==> src/rtl/unary_pkg.sv <==
// Shared types, defaults and the thermometer-encode helper for the unary
// frame driver and its unary-stream decoder.
package unary_pkg;

    localparam int VAL_W_DEF     = 4;
    localparam int FRAME_LEN_DEF = 15;
    localparam int DRAIN_LEN_DEF = 32;
    localparam int SUM_W_DEF     = 6;

    typedef enum logic [1:0] {
        IDLE  = 2'd0,
        SEND  = 2'd1,
        DRAIN = 2'd2,
        RESP  = 2'd3
    } state_t;

    // Leading-ones thermometer code: bit k of the stream for value v.
    function automatic logic therm(input logic [31:0] k, input logic [31:0] v);
        return (k < v);
    endfunction

endpackage

==> src/rtl/unary_count_dec.sv <==
// Saturating 1s counter: decodes a unary stream into a binary count.
// An increment attempted at the maximum count sets a sticky overflow flag.
module unary_count_dec #(
    parameter int W = 6
) (
    input  logic         clk,
    input  logic         rst_n,
    input  logic         clr,
    input  logic         en,
    input  logic         din,
    output logic [W-1:0] count,
    output logic         ovf
);

    always_ff @(posedge clk) begin
        if (!rst_n || clr) begin
            count <= '0;
            ovf   <= 1'b0;
        end else if (en && din) begin
            if (count == '1) begin
                ovf <= 1'b1;
            end else begin
                count <= count + W'(1);
            end
        end
    end

endmodule

==> src/rtl/unary_frame_driver.sv <==
// Serialises two binary operands into unary frames for the serial adder,
// then decodes the adder's unary result back into a binary sum.
module unary_frame_driver
    import unary_pkg::*;
#(
    parameter int VAL_W     = VAL_W_DEF,
    parameter int FRAME_LEN = FRAME_LEN_DEF,
    parameter int DRAIN_LEN = DRAIN_LEN_DEF,
    parameter int SUM_W     = SUM_W_DEF
) (
    input  logic             clk,
    input  logic             rst_n,
    input  logic             in_valid,
    output logic             in_ready,
    input  logic [VAL_W-1:0] a_val,
    input  logic [VAL_W-1:0] b_val,
    output logic             A,
    output logic             B,
    output logic             en,
    output logic             read_or_write,
    input  logic             dout,
    input  logic             C,
    output logic [SUM_W-1:0] sum,
    output logic             sum_ovf,
    output logic             out_valid,
    input  logic             out_ready
);

    localparam int K_MAX = (FRAME_LEN > DRAIN_LEN) ? FRAME_LEN : DRAIN_LEN;
    localparam int K_W   = (K_MAX > 1) ? $clog2(K_MAX) : 1;

    state_t           state;
    logic [K_W-1:0]   k;
    logic [VAL_W-1:0] a_q;
    logic [VAL_W-1:0] b_q;
    logic             c_ovf;
    logic             accept;
    logic             cnt_en;
    logic             cnt_ovf;
    logic [SUM_W-1:0] cnt;

    assign accept = (state == IDLE) && in_valid && in_ready;
    assign cnt_en = (state == DRAIN);

    unary_count_dec #(.W(SUM_W)) u_count (
        .clk   (clk),
        .rst_n (rst_n),
        .clr   (accept),
        .en    (cnt_en),
        .din   (dout),
        .count (cnt),
        .ovf   (cnt_ovf)
    );

    assign sum     = cnt;
    assign sum_ovf = cnt_ovf | c_ovf;

    // k always indexes the cycle whose A/B/en values are currently on the outputs,
    // so each transition precomputes the stream bits for the following cycle.
    always_ff @(posedge clk) begin
        if (!rst_n) begin
            state         <= IDLE;
            k             <= '0;
            a_q           <= '0;
            b_q           <= '0;
            A             <= 1'b0;
            B             <= 1'b0;
            en            <= 1'b0;
            read_or_write <= 1'b0;
            in_ready      <= 1'b1;
            out_valid     <= 1'b0;
            c_ovf         <= 1'b0;
        end else begin
            case (state)
                IDLE: begin
                    if (accept) begin
                        a_q           <= a_val;
                        b_q           <= b_val;
                        k             <= '0;
                        c_ovf         <= 1'b0;
                        A             <= therm(32'd0, 32'(a_val));
                        B             <= therm(32'd0, 32'(b_val));
                        en            <= 1'b1;
                        read_or_write <= 1'b0;
                        in_ready      <= 1'b0;
                        state         <= SEND;
                    end
                end
                SEND: begin
                    if (C) c_ovf <= 1'b1;
                    if (k == K_W'(FRAME_LEN - 1)) begin
                        k             <= '0;
                        A             <= 1'b0;
                        B             <= 1'b0;
                        read_or_write <= 1'b1;
                        state         <= DRAIN;
                    end else begin
                        k <= k + K_W'(1);
                        A <= therm(32'(k) + 32'd1, 32'(a_q));
                        B <= therm(32'(k) + 32'd1, 32'(b_q));
                    end
                end
                DRAIN: begin
                    if (C) c_ovf <= 1'b1;
                    if (k == K_W'(DRAIN_LEN - 1)) begin
                        k             <= '0;
                        en            <= 1'b0;
                        read_or_write <= 1'b0;
                        out_valid     <= 1'b1;
                        state         <= RESP;
                    end else begin
                        k <= k + K_W'(1);
                    end
                end
                RESP: begin
                    if (out_ready) begin
                        out_valid <= 1'b0;
                        in_ready  <= 1'b1;
                        state     <= IDLE;
                    end
                end
                default: state <= IDLE;
            endcase
        end
    end

endmodule

==> config.mk <==
export PLATFORM = sky130hd
export DESIGN_NAME = unary_frame_driver
export DESIGN_NICKNAME = d
export VERILOG_FILES = /design/src/rtl/unary_pkg.sv /design/src/rtl/unary_count_dec.sv /design/src/rtl/unary_frame_driver.sv
export SDC_FILE = /design/constraint.sdc
export NUM_CORES = 1
export LEC_CHECK = 0
export ABC_AREA = 1
export CORE_MARGIN = 10
export CORE_UTILIZATION = 40
export CTS_CLUSTER_DIAMETER = 120
export DETAILED_ROUTE_END_ITERATION = 6
export GPL_TIMING_DRIVEN = 0
export PLACE_DENSITY = 0.61
export SETUP_SLACK_MARGIN = 0.5
export SLEW_MARGIN = 20
export SYNTH_ARGS = -nofsm -noshare
export SYNTH_HDL_FRONTEND = slang
export SYNTH_SLANG_ARGS = --single-unit
==> constraint.sdc <==
create_clock -name clk -period 1.8 [get_ports clk]
set_input_delay 0.18 -clock clk [delete_from_list [all_inputs] [get_ports clk]]
set_output_delay 0.18 -clock clk [all_outputs]
set_load 0.03 [all_outputs]
* Word level (Yosys, flattened, before mapping)
Cells that the tools add are included.
Cells by class: add/sub/neg operators 3, $lt $le $gt $ge 4, eq/ne operators 11, mux-type cells 28, bitwise gates (word level) 2, reductions and logical operators 24
Operator list (number):
- 32-bit by 4-bit < comparator with 1-bit output | 1
- 5-bit two-way mux | 3
- 5-bit case mux with 3 select lines | 1
- 1-bit two-way mux | 12
- 1-bit case mux with 2 select lines | 6
- 3-bit AND reduction | 4
- 2-bit AND reduction | 5
- 2-bit nonzero test | 5
- 1-bit by 4-bit < comparator with 1-bit output (first input constant) | 2
- 2-bit two-way mux | 4
- 2-bit case mux with 4 select lines | 1
- 4-bit AND reduction | 2
- 5-bit by 1-bit adder with 6-bit output (second input constant) | 1
- 6-bit by 1-bit adder with 6-bit output (second input constant) | 1
- 6-bit equality test (second input constant) | 1
- 6-bit by 4-bit < comparator with 1-bit output | 1
- 2-bit inequality test (second input constant) | 3
- 5-bit by 1-bit adder with 5-bit output (second input constant) | 1
- 5-bit by 4-bit equality test with 1-bit output (second input constant) | 1
- 5-bit equality test (second input constant) | 1
- 2-bit equality test (second input constant) | 2
- 2-bit by 1-bit inequality test with 1-bit output (second input constant) | 2
- 1-bit logical AND | 3
- 1-bit case mux with 3 select lines | 1
- other kinds (8) | 8
Word-level totals: register bits after elaboration 29, logic and storage cells 85

* Depth between registers and ports, before layout
Gate-level depths: netlist (run 1).
depth after elaboration 5, depth in mapped cells 10, mapped depth without buffers 10

* By module
From an unflattened synthesis (run 1), not the netlist that was laid out.
Unflattened totals: cell total of the unflattened synthesis 234, area, all modules 1665.3 µm²
By module, submodules not included:
- unary_frame_driver | times used 1, cells each 178, area each 1283.7 µm²
- unary_count_dec | times used 1, cells each 56, area each 381.6 µm²

* Worst setup path after synthesis (run 1)
No wires, ideal clock.
path type register to register, start point register k[0], end point register state[0], setup time 0.116 ns, arrival time 1.391 ns, data required time 1.684 ns, path slack 0.293 ns, stages on the path, launching flop included 10, path buffers 0, clock period less this slack 1.507 ns, cells stage by stage dfxtp_1 ha_1 nand2_1 nor2_1 ha_1 or2_4 nand2_1 nor2_2 a21oi_1 nor2_1
On the way: longest elaborated chain between the ends 3, elaborated cells on any way between the ends 5, classes of those cells eq/ne (4); reduce/logical (1)
Ends and longest elaborated chain:
- from (decl) | line unary_frame_driver.sv:33 | logic [K_W-1:0] k;
- from (signal assigned) | line unary_frame_driver.sv:98 | k <= k + K_W'(1);
- from (signal assigned) | line unary_frame_driver.sv:112 | k <= k + K_W'(1);
- 5-bit by 4-bit equality test with 1-bit output or 5-bit equality test (tied branches) | line unary_frame_driver.sv:91, unary_frame_driver.sv:105
- 2-bit inequality test (no source line)
- 4-bit AND reduction (no source line) (*)
- to (signal assigned) | line unary_frame_driver.sv:86 | state <= SEND;
- to (signal assigned) | line unary_frame_driver.sv:96 | state <= DRAIN;
- to (signal assigned) | line unary_frame_driver.sv:110 | state <= RESP;
- to (decl) | line unary_frame_driver.sv:32 | state_t state;
Every way passes the cells marked *; elsewhere a longest branch is shown, timed or not. A chain may end at the register's enable or synchronous reset.

* Worst setup path after layout (run 1)
start point register k[0], end point register A
On the way: longest elaborated chain between the ends 4, elaborated cells on any way between the ends 5, classes of those cells add/sub (1); order compare (1); eq/ne (1); mux (2)
Ends and longest elaborated chain:
- 5-bit by 1-bit adder with 6-bit output | line unary_frame_driver.sv:99 | A <= therm(32'(k) + 32'd1, 32'(a_q));
- 32-bit by 4-bit < comparator with 1-bit output | line unary_pkg.sv:19 | return (k < v);
- 1-bit two-way mux (*) | line unary_frame_driver.sv:91 | if (k == K_W'(FRAME_LEN - 1)) begin
- 1-bit case mux with 2 select lines (*) | line unary_frame_driver.sv:74 | case (state)
- to (signal assigned) | line unary_frame_driver.sv:81 | A <= therm(32'd0, 32'(a_val));
- to (signal assigned) | line unary_frame_driver.sv:99
- to (decl) | line unary_frame_driver.sv:17 | output logic A,
Marked as above.

==> results of run 1 <==
-- worst paths after layout --
check / start / to / cells past startpoint
worst max-delay path: k[0] / A / 8
worst min-delay path: u_count.ovf / u_count.ovf / 1
worst max register to register: k[0] / A / 8
worst min register to register: u_count.ovf / u_count.ovf / 1
-- stage by stage --
| step | setup slack (ns) | power [mW] | hold slack [ns] | util, % | std cells |
|---|---|---|---|---|---|
| 5_1_grt | 0.210 | 3.49 | 0.487 | 59.8 | 323 |
| 3_3_place_gp | 0.240 | 2.24 | 0.446 | 49.9 | 305 |
| 4_1_cts | 0.306 | 2.98 | 0.466 | 55.6 | 318 |
| 6_report | 0.286 | 3.21 | 0.463 | 59.8 | 323 |
| 3_5_place_dp | 0.221 | 2.25 | 0.452 | 49.9 | 305 |
| 2_1_floorplan | 0.402 | 1.88 | 0.318 | - | 229 |
-- metal layers --
metal | part of all wire [%] | wire length (um) | track usage (%)
met3 | 4.9 | 212 | 4.59
met1 | 44 | 1890 | 14.3
met4 | 1.5 | 63 | 5.02
met5 | 0 | 0 | 0
met2 | 50 | 2150 | 19.5
-- final cells by class --
type                    instances  share of cell area (%)
clock buffers                   6                    3.50
clock inverters                 2                   0.372
repair buffers                 36                    13.4
well taps                      50                    2.65
flip-flops and latches         29                    25.6
plain buffers                   2                   0.796
inverters                      33                    5.57
multi-input cells             165                    48.1
-- registers in the layout (all words and copies together) (netlist names), 2 cells and up --
register	count
k	5
u_count.count	6
b_q	4
state	2
a_q	4
-- layout by cell type, fill, tap and decap left out, types with 3 or more instances in the layout --
cell / synthesis / routed
sky130_fd_sc_hd__nand2_1: 48 / 43
sky130_fd_sc_hd__inv_1: 31 / 22
sky130_fd_sc_hd__a21oi_1: 24 / 22
sky130_fd_sc_hd__dfxtp_1: 29 / 21
sky130_fd_sc_hd__nor2_1: 25 / 21
sky130_fd_sc_hd__o21ai_0: 18 / 15
sky130_fd_sc_hd__clkdlybuf4s50_1: 0 / 13
sky130_fd_sc_hd__nand3_1: 16 / 12
sky130_fd_sc_hd__ha_4: 0 / 10
sky130_fd_sc_hd__buf_4: 1 / 9
sky130_fd_sc_hd__inv_2: 2 / 8
sky130_fd_sc_hd__dlygate4sd2_1: 0 / 7
sky130_fd_sc_hd__clkbuf_8: 0 / 6
sky130_fd_sc_hd__nand2_4: 2 / 5
sky130_fd_sc_hd__dfxtp_4: 0 / 5
sky130_fd_sc_hd__nand2_2: 2 / 4
sky130_fd_sc_hd__nand3_2: 1 / 4
sky130_fd_sc_hd__inv_4: 0 / 3
sky130_fd_sc_hd__nor2_2: 1 / 3
sky130_fd_sc_hd__buf_6: 0 / 3
sky130_fd_sc_hd__ha_2: 0 / 3
sky130_fd_sc_hd__dfxtp_2: 0 / 3
sky130_fd_sc_hd__clkbuf_2: 0 / 3
-- power by group --
part | internal, mW | switching [mW] | leakage, nW | total [mW]
Clock | 0.302 | 0.260 | 0.0486 | 0.562
Combinational | 0.698 | 0.957 | 0.741 | 1.65
Sequential | 0.825 | 0.167 | 0.242 | 0.992
Total | 1.83 | 1.38 | 1.03 | 3.21
-- logic make-up (layout without fill, tap and decap cells) --
| logic type | after synthesis | in the layout |
|---|---|---|
| and+or+nand+nor | 101 | 101 |
| AOI/OAI and AO/OA | 46 | 46 |
| buffers and inverters | 35 | 79 |
| DFF | 29 | 29 |
| adders and majority gates | 14 | 14 |
| xor gates and xnor gates | 4 | 4 |
-- worst max-delay path: stages, from the launching register on --
cell and delay, ns:
sky130_fd_sc_hd__dfxtp_4 0.37, sky130_fd_sc_hd__ha_4 0.17, sky130_fd_sc_hd__buf_6 0.12, sky130_fd_sc_hd__xor2_4 0.16, sky130_fd_sc_hd__ha_2 0.18, sky130_fd_sc_hd__a21o_1 0.15
sky130_fd_sc_hd__nor2_1 0.08, sky130_fd_sc_hd__nand3_1 0.09, sky130_fd_sc_hd__a21oi_1 0.14
-- repair_timing --
action,CTS,global route
setup buffers,5,5
pin swaps,10,25
gates resized for setup,43,45
setup endpoints to repair,42,28
gates cloned,0,0
==> impl_metrics.sql, run 1 <==
INSERT INTO impl_metrics (metric_group, metric, value, unit) VALUES
('timing', 'setup_total_negative_slack', '0', 'ns'),
('global_routing', 'final_global_route_overflow_total', '0', ''),
('yosys', 'ys.flop_type', 'sky130_fd_sc_hd__dfxtp_1', ''),
('yosys', 'synth-xor-area-share', '2.17', '%'),
('cts', 'tritoncts_clock_tree', 'yes', ''),
('layout', 'fillerInstances', '360', ''),
('yosys', 'post_synthesis_simple_gate_area_fraction', '27.7', '%'),
('yosys', 'synth_enable_flop_cells', '0', ''),
('placement', 'detailed_place_hpwl', '3000', 'um'),
('yosys', 'syn-cell-area', '1610', 'um2'),
('drt', 'drt_first_pass_iters', '4', ''),
('yosys', 'synth_compound_area_share', '14.8', '%'),
('layout', 'area_growth_syn_to_layout', '46.2', '%'),
('run_status', 'status', 'completed', ''),
('drt', 'totalWireLength', '4310', 'um'),
('drt', 'number_of_drc_markers_in_iteration_0', '62', ''),
('global_routing', 'grt_max_degree', '11', ''),
('placement', 'numPortBuffers', '26', ''),
('yosys', 'synth-adder-area-share', '10.9', '%'),
('timing', 'final_min_period_over_clock_period', '84.1', '%'),
('floorplanning', 'floorplan.io_pins', '27', ''),
('power', 'power_density', '1360', 'nW/um2'),
('global_routing', 'antenna_found_initial', '0', ''),
('yosys', 'async_flop_share', '0', '%'),
('worst_setup_path', 'regToRegSetupSlack', '0.29', 'ns'),
('layout', 'layout-drive-gt1-share', '30.4', '%'),
('timing', 'final.setup_skew', '0.00489', 'ns'),
('power', 'p_leak', '1.03', 'nW'),
('floorplanning', 'die_x', '83.5', 'um'),
('layout', 'post-route-cell-area', '2360', 'um2'),
('hold_path', 'holdCritPathClass', 'register to register', ''),
('drt', 'detail_route.vias_per_cell', '4.95', ''),
('yosys', 'syn_avg_cell_area', '7.04', 'um2'),
('yosys', 'yosys.cell_types.count', '24', ''),
('floorplanning', 'die_footprint', '6970', 'um2'),
('layout', 'seqCellArea', '603', 'um2'),
('placement', 'gp_congestion', '0.796', ''),
('worst_setup_path', 'crit_type', 'register to register', ''),
('layout', 'area_used_by_multi_input_combinational_logic', '1130', 'um2'),
('cts', 'cts_hold_buf', '0', ''),
('drt', 'number_of_nets_with_antenna_violations_after_detailed_routing', '0', ''),
('worst_setup_path', 'timing.critical_path.from_type', 'register', ''),
('worst_setup_path', 'worstPathMaxFanout', '6', ''),
('yosys', 'main_combinational_cell_family_by_area_after_synthesis', 'simple AND/OR/NAND/NOR gates', ''),
('cts', 'clock-sinks', '29', ''),
('timing', 'setup_repair_after_global_routing_missed_its_margin', 'true', ''),
('yosys', 'seq_area_frac_synth', '36.0', '%'),
('flow_run', 'maxCapViolCount', '0', ''),
('yosys', 'synth_largest_type_area_fraction', '36.0', '%'),
('worst_setup_path', 'required', '2.02', 'ns'),
('drt', 'drcViolationCount', '0', ''),
('floorplanning', 'initial_utilization', '40.9', '%'),
('yosys', 'synth_top_cells_by_area', 'sky130_fd_sc_hd__dfxtp_1 36%, sky130_fd_sc_hd__nand2_1 11%, sky130_fd_sc_hd__ha_1 11%', ''),
('cts', 'cts-root-buf', 'sky130_fd_sc_hd__clkbuf_8', ''),
('timing', 'timing_max_transition_violations_final', '0', ''),
('yosys', 'synth_top_area_cell', 'sky130_fd_sc_hd__dfxtp_1', ''),
('floorplanning', 'die-height', '83.5', 'um'),
('timing', 'report.final.hold_viol_count', '0', ''),
('timing', 'max-slew-margin-rel', '79.4', '%'),
('yosys', 'muxShareOfSynthArea', '0', '%'),
('cts', 'ctsLongestPathBuffers', '2', ''),
('yosys', 'synth-warning-count', '0', ''),
('layout', 'antenna-diode-count', '0', ''),
('global_routing', 'grt_pass1_wl', '7150', 'um'),
('yosys', 'synthesis.instances', '229', ''),
('power', 'vdd_drop_max', '766', 'uV'),
('yosys', 'post-synth-top-count-cell', 'sky130_fd_sc_hd__nand2_1', ''),
('cts', 'path_clk_slew', '0.07', 'ns'),
('placement', 'placed_area', '1970', 'um2'),
('timing', 'setup_viol_count_final', '0', ''),
('yosys', 'post_synth_most_frequent_cells', '48 x sky130_fd_sc_hd__nand2_1, 31 x sky130_fd_sc_hd__inv_1, 29 x sky130_fd_sc_hd__dfxtp_1', '');
Power figures use the tool's default switching activity.
==> inputs of run 2 (changes only) <==
==> constraint.sdc (replaced) <==
create_clock -name clk -period 1.5 [get_ports clk]
set_input_delay 0.15 -clock clk [delete_from_list [all_inputs] [get_ports clk]]
set_output_delay 0.15 -clock clk [all_outputs]
set_load 0.03 [all_outputs]
==> impl_metrics.sql, run 2 (synthesis results as in run 1) <==
INSERT INTO impl_metrics (metric_group, metric, value, unit) VALUES
('power', 'p_leak', '1.10', 'nW'),
('global_routing', 'grt_max_degree', '11', ''),
('worst_setup_path', 'timing.critical_path.from_type', 'register', ''),
('timing', 'hold_slack', '0.453', 'ns'),
('power', 'vdd_drop_max', '1010', 'uV'),
('layout', 'layout_top_registers', 'u_count.count: 6 flops, k: 5 flops', ''),
('worst_setup_path', 'path_cells', 'ha_4 > nand2_2 > nor2_2 > ha_2 > or2_4 > nand2_4 > nor2_4 > nand3_2 > nand2_1 > nor2_1', ''),
('drt', 'vias', '1627', ''),
('global_routing', 'first_global_vias', '1556', ''),
('layout', 'antenna-diode-count', '0', ''),
('floorplanning', 'die_footprint', '6970', 'um2'),
('layout', 'fin_nets', '307', ''),
('hold_path', 'holdCritPathClass', 'primary input to register', ''),
('cts', 'cts-root-buf', 'sky130_fd_sc_hd__clkbuf_8', ''),
('timing', 'setup_viol_count_final', '2', ''),
('power', 'total_power', '4.03', 'mW'),
('layout', 'layout.cells.most_common', 'sky130_fd_sc_hd__nand2_1', ''),
('layout', 'commonest_cells_after_routing_fill_and_taps_aside', '31 x sky130_fd_sc_hd__nand2_1, 23 x sky130_fd_sc_hd__inv_1, 23 x sky130_fd_sc_hd__nor2_1', ''),
('drt', 'totalWireLength', '4460', 'um'),
('worst_setup_path', 'critical-path-max-stage-delay', '0.40', 'ns'),
('worst_setup_path', 'critical_path_arrival', '1.70', 'ns'),
('timing', 'max-slew-margin-rel', '69.5', '%'),
('power', 'power_density', '1580', 'nW/um2'),
('cts', 'ctsLongestPathBuffers', '2', ''),
('layout', 'layoutNonFillerInstCount', '330', ''),
('global_routing', 'grt_pass1_wl', '7330', 'um'),
('layout', 'flip_flop_count_of_the_largest_register_all_copies_and_words_added', '6', ''),
('cts', 'path_clk_slew', '0.07', 'ns'),
('run_status', 'status', 'finished with violations', ''),
('global_routing', 'antenna_found_initial', '0', ''),
('timing', 'report.final.hold_viol_count', '0', ''),
('placement', 'post-place-ws', '-0.0353', 'ns'),
('drt', 'drcViolationCount', '0', ''),
('timing', 'clock.fmax', '656', 'MHz'),
('layout', 'area_growth_syn_to_layout', '57.8', '%'),
('worst_setup_path', 'crit_type', 'register to register', ''),
('floorplanning', 'die-height', '83.5', 'um'),
('drt', 'drt_first_pass_iters', '4', ''),
('timing', 'final.setup_skew', '0.00900', 'ns'),
('timing', 'final_min_period_over_clock_period', '102', '%'),
('layout', 'largest-register', 'u_count.count', ''),
('drt', 'number_of_drc_markers_in_iteration_0', '54', ''),
('timing', 'setup_repair_after_global_routing_missed_its_margin', 'true', ''),
('worst_setup_path', 'critPathSlowestCell', 'sky130_fd_sc_hd__dfxtp_4', ''),
('cts', 'cts_inserted_buffers', '5', ''),
('drt', 'number_of_nets_with_antenna_violations_after_detailed_routing', '0', ''),
('placement', 'detailed_place_hpwl', '3060', 'um'),
('timing', 'timing_max_transition_violations_final', '0', ''),
('worst_setup_path', 'required', '1.68', 'ns'),
('worst_setup_path', 'worstPathMaxFanout', '7', ''),
('cts', 'insertion_delay', '0.29', 'ns'),
('placement', 'dp.cells', '305', ''),
('drt', 'detail_route.vias_per_cell', '4.93', ''),
('timing', 'finalCriticalPeriod', '1.52', 'ns'),
('layout', 'layout-drive-gt1-share', '46.4', '%'),
('placement', 'numPortBuffers', '26', ''),
('run_status', 'violations', 'setup timing', ''),
('timing', 'setup_total_negative_slack', '-0.0434', 'ns'),
('floorplanning', 'initial_utilization', '40.9', '%'),
('cts', 'clock-sinks', '29', ''),
('global_routing', 'final_global_route_overflow_total', '0', ''),
('cts', 'tritoncts_clock_tree', 'yes', ''),
('flow_run', 'maxCapViolCount', '0', ''),
('cts', 'ctsHtreeMaxLevel', '2', ''),
('cts', 'cts_hold_buf', '0', ''),
('floorplanning', 'core', '3940', 'um2'),
('timing', 'setup_ws', '-0.0238', 'ns'),
('global_routing', 'global_route.usage.total', '12.3', '%'),
('worst_setup_path', 'end_kind', 'register', ''),
('floorplanning', 'floorplan.io_pins', '27', ''),
('floorplanning', 'die_x', '83.5', 'um'),
('timing', 'max_slew.worst_pin.slew', '0.458', 'ns'),
('floorplanning', 'placementRows', '23', ''),
('placement', 'gp_congestion', '0.789', ''),
('drt', 'wire_per_inst', '13.5', 'um');
[run 2: final timing paths]
path                                   from          end  slack (ns)  cells past startpoint
worst max-delay path                   k[0]     state[1]       -0.02                     10
worst min-delay path                  rst_n       b_q[1]        0.45                      3
worst max register to register         k[0]     state[1]       -0.02                     10
worst min register to register  u_count.ovf  u_count.ovf        0.46                      1
[run 2: final cells by class]
cell class                 instances  area (um2)
tap                               50        62.6
fill                             350        1400
timing repair buffer              43         400
inverter                          33         139
clock buffer                       6        82.6
sequential                        29         624
clock inverter                     2        8.76
multi-input combinational        165        1210
buffer                             2        18.8
[run 2: report_power, final]
part           total, mW  internal (mW)  switching (mW)
clock              0.676          0.363           0.313
combinational       2.16          0.919            1.24
sequential          1.19          0.995           0.198
[run 2: repair_timing]
| item | 4_1_cts | 5_1_grt |
|---|---|---|
| pin swaps | 14 | 8 |
| gates cloned | 1 | 0 |
| setup endpoints to repair | 42 | 38 |
| resized for setup | 132 | 46 |
| setup buffers | 8 | 8 |
[run 2: critical path: cells and delay by family, from the launching register on]
family	cells	cell delay, ns
simple gates	8	0.65
fa+ha+maj	2	0.35
flops	1	0.40
[run 2: per-layer routing]
metal	wire [um]	vias up	GRT usage, %
met4	69	0	4.26
met2	2130	28	19.2
met3	143	7	3.81
li1	-	843	-
met5	0	-	0
met1	2110	749	15.4
[run 2: stage by stage]
step,area [um2],utilization [%]
6_report,2540,64.6
5_1_grt,2540,64.6
3_3_place_gp,2030,51.4
2_1_floorplan,1710,-
4_1_cts,2300,58.5
3_5_place_dp,2030,51.4
==> inputs of run 3 (changes only) <==
--- a/config.mk
+++ b/config.mk
@@ -10,10 +10,12 @@
 export CORE_UTILIZATION = 40
 export CTS_CLUSTER_DIAMETER = 120
 export DETAILED_ROUTE_END_ITERATION = 6
+export GPL_ROUTABILITY_DRIVEN = 0
 export GPL_TIMING_DRIVEN = 0
-export PLACE_DENSITY = 0.61
+export PLACE_DENSITY = 0.63
 export SETUP_SLACK_MARGIN = 0.5
 export SLEW_MARGIN = 20
 export SYNTH_ARGS = -nofsm -noshare
 export SYNTH_HDL_FRONTEND = slang
 export SYNTH_SLANG_ARGS = --single-unit
+export TNS_END_PERCENT = 5
==> constraint.sdc (replaced) <==
create_clock -name clk -period 1.25 [get_ports clk]
set_input_delay 0.125 -clock clk [delete_from_list [all_inputs] [get_ports clk]]
set_output_delay 0.125 -clock clk [all_outputs]
set_load 0.03 [all_outputs]
==> impl_metrics.sql, run 3 (synthesis results as in run 1) <==
INSERT INTO impl_metrics (metric_group, metric, value, unit) VALUES
('worst_setup_path', 'worstReg2RegStart', 'k[1]', ''),
('layout', 'commonest_cells_after_routing_fill_and_taps_aside', '43 x sky130_fd_sc_hd__nand2_1, 27 x sky130_fd_sc_hd__inv_1, 24 x sky130_fd_sc_hd__nor2_1', ''),
('floorplanning', 'die_footprint', '6970', 'um2'),
('cts', 'insertion_delay', '0.29', 'ns'),
('drt', 'detail_route.vias_per_cell', '4.89', ''),
('timing', 'setup_viol_count_final', '16', ''),
('timing', 'max_slew.worst_pin.slew', '0.326', 'ns'),
('worst_setup_path', 'critical_path_arrival', '1.67', 'ns'),
('timing', 'setup_repair_after_global_routing_missed_its_margin', 'true', ''),
('layout', 'post-route-cell-area', '2260', 'um2'),
('worst_setup_path', 'critPathSlowestCell', 'sky130_fd_sc_hd__dfxtp_4', ''),
('worst_setup_path', 'ff2ff_path_depth', '9', ''),
('floorplanning', 'die-height', '83.5', 'um'),
('timing', 'final_min_period_over_clock_period', '119', '%'),
('floorplanning', 'initial_utilization', '40.9', '%'),
('global_routing', 'global_route.usage.total', '11.5', '%'),
('floorplanning', 'core', '3940', 'um2'),
('layout', 'finish.utilization', '57.4', '%'),
('drt', 'vias', '1555', ''),
('global_routing', 'grt_pass1_wl', '6720', 'um'),
('timing', 'clock.fmax', '673', 'MHz'),
('drt', 'drt_first_pass_iters', '4', ''),
('hold_path', 'worstHoldEndpoint', 'a_q[0]', ''),
('drt', 'totalWireLength', '4080', 'um'),
('run_status', 'status', 'finished with violations', ''),
('worst_setup_path', 'worstPathMaxFanout', '5', ''),
('drt', 'met3_length', '154', 'um'),
('layout', 'largest-register', 'u_count.count', ''),
('layout', 'layout_top_registers', 'u_count.count: 6 flops, k: 5 flops', ''),
('layout', 'flip_flop_count_of_the_largest_register_all_copies_and_words_added', '6', ''),
('worst_setup_path', 'crit_type', 'register to register', ''),
('drt', 'highest_metal_layer_with_signal_wires', 'met4', ''),
('layout', 'area_growth_syn_to_layout', '40.4', '%'),
('layout', 'layout-drive-gt1-share', '26.1', '%'),
('flow_run', 'maxCapViolCount', '0', ''),
('placement', 'detailed_place_hpwl', '3010', 'um'),
('drt', 'drcViolationCount', '0', ''),
('floorplanning', 'die_x', '83.5', 'um'),
('drt', 'number_of_drc_markers_in_iteration_0', '85', ''),
('layout', 'layoutNonFillerInstCount', '318', ''),
('timing', 'setup_total_negative_slack', '-2.21', 'ns'),
('cts', 'cts-root-buf', 'sky130_fd_sc_hd__clkbuf_8', ''),
('layout', 'seqCellArea', '599', 'um2'),
('layout', 'layout.cells.most_common', 'sky130_fd_sc_hd__nand2_1', ''),
('timing', 'hold_slack', '0.444', 'ns'),
('worst_setup_path', 'timing.critical_path.from_type', 'register', ''),
('run_status', 'violations', 'setup timing', ''),
('global_routing', 'antenna_found_initial', '0', ''),
('drt', 'wire_per_inst', '12.8', 'um'),
('cts', 'cts_hold_buf', '0', ''),
('worst_setup_path', 'path_cells', 'ha_4 > nand2_2 > nor2_2 > ha_2 > or2_4 > nand2_4 > nor2_4 > a21oi_1 > nor2_1', ''),
('global_routing', 'grt_max_degree', '11', ''),
('power', 'power_density', '2070', 'nW/um2'),
('global_routing', 'final_global_route_overflow_total', '0', ''),
('layout', 'fillerInstances', '375', ''),
('hold_path', 'min_path_cells', '3', ''),
('floorplanning', 'floorplan.io_pins', '27', ''),
('layout', 'fin_nets', '295', ''),
('drt', 'wirelength_met1', '1890', 'um'),
('cts', 'path_clk_slew', '0.07', 'ns'),
('cts', 'clock-sinks', '29', ''),
('timing', 'max-slew-margin-rel', '78.2', '%'),
('placement', 'numPortBuffers', '26', ''),
('timing', 'setup_ws', '-0.236', 'ns'),
('hold_path', 'hold_path.startpoint', 'a_val[0]', ''),
('worst_setup_path', 'regToRegSetupSlack', '-0.24', 'ns'),
('global_routing', 'first_global_vias', '1464', ''),
('worst_setup_path', 'critical-path-max-stage-delay', '0.37', 'ns'),
('power', 'vdd_drop_max', '1190', 'uV'),
('timing', 'final.setup_skew', '0.00603', 'ns'),
('layout', 'antenna-diode-count', '0', ''),
('timing', 'report.final.hold_viol_count', '0', ''),
('cts', 'cts_inserted_buffers', '5', ''),
('cts', 'ctsHtreeMaxLevel', '2', ''),
('worst_setup_path', 'required', '1.43', 'ns'),
('cts', 'tritoncts_clock_tree', 'yes', ''),
('worst_setup_path', 'end_kind', 'register', ''),
('hold_path', 'holdCritPathClass', 'primary input to register', ''),
('power', 'p_leak', '1.01', 'nW'),
('power', 'total_power', '4.70', 'mW'),
('cts', 'ctsLongestPathBuffers', '2', ''),
('placement', 'post-place-ws', '-0.311', 'ns'),
('timing', 'finalCriticalPeriod', '1.49', 'ns'),
('drt', 'number_of_nets_with_antenna_violations_after_detailed_routing', '0', ''),
('layout', 'area_used_by_multi_input_combinational_logic', '1040', 'um2'),
('drt', 'met2WireLength', '1970', 'um'),
('placement', 'dp.cells', '305', ''),
('worst_setup_path', 'worstReg2RegEnd', 'state[0]', ''),
('floorplanning', 'placementRows', '23', ''),
('timing', 'timing_max_transition_violations_final', '0', ''),
('placement', 'placed_area', '1960', 'um2');
-- run 3: changes by cell type in the layout (fill, tap and decap cells not counted), moves of 3 or more --
| cell | delta |
|---|---|
| sky130_fd_sc_hd__a21oi_1 | +12 |
| sky130_fd_sc_hd__a21oi_2 | -12 |
| sky130_fd_sc_hd__nand2_1 | +12 |
| sky130_fd_sc_hd__nand2_2 | -10 |
| sky130_fd_sc_hd__buf_6 | -9 |
| sky130_fd_sc_hd__dfxtp_1 | +8 |
| sky130_fd_sc_hd__o21ai_0 | +7 |
| sky130_fd_sc_hd__dfxtp_4 | -6 |
| sky130_fd_sc_hd__o21ai_2 | -5 |
| sky130_fd_sc_hd__inv_1 | +4 |
| sky130_fd_sc_hd__nand3_1 | +4 |
| sky130_fd_sc_hd__nand3_2 | -4 |
| sky130_fd_sc_hd__inv_4 | -3 |
-- run 3: worst max-delay path by stage --
stage / startpoint / end / slack (ns) / cells past startpoint
floorplan: k[0] / state[0] / -0.15 / 9
global placement: k[2] / A / -0.29 / 8
detailed placement: k[2] / A / -0.31 / 8
CTS: k[0] / state[0] / -0.23 / 9
global route: k[1] / state[1] / -0.30 / 9
finish: k[1] / state[0] / -0.24 / 9
-- run 3: routing by layer --
metal	track usage [%]	vias to the layer above
met3	3.81	5
met4	4.87	0
met1	13.8	709
met2	18.3	20
li1	-	821
met5	0	-
-- run 3: worst max-delay path: cells and delay by family (launching register included) --
family	cells	cell delay (ns)
flops	1	0.37
simple gates	6	0.54
fa+ha+maj	2	0.34
compound gates	1	0.12
-- run 3: repair_timing --
| item | 4_1_cts | 5_1_grt |
|---|---|---|
| resized for setup | 84 | 32 |
| setup buffers | 3 | 2 |
| pin swaps | 5 | 5 |
| setup endpoints to repair | 42 | 42 |
-- run 3: cell type report --
| type | instances | area share, % |
|---|---|---|
| buffer | 2 | 0.829 |
| clock buffer | 6 | 4.14 |
| clock inverter | 2 | 1.55 |
| inverter | 33 | 5.58 |
| multi-input combinational | 165 | 46.0 |
| sequential | 29 | 26.5 |
| tap | 50 | 2.76 |
| timing repair buffer | 31 | 12.7 |
-- run 3: power breakdown --
part	total (mW)	internal (mW)	switching, mW	leakage, nW
registers	1.41	1.19	0.224	0.242
logic	2.18	0.888	1.30	0.698
clock network	1.10	0.711	0.390	0.0663
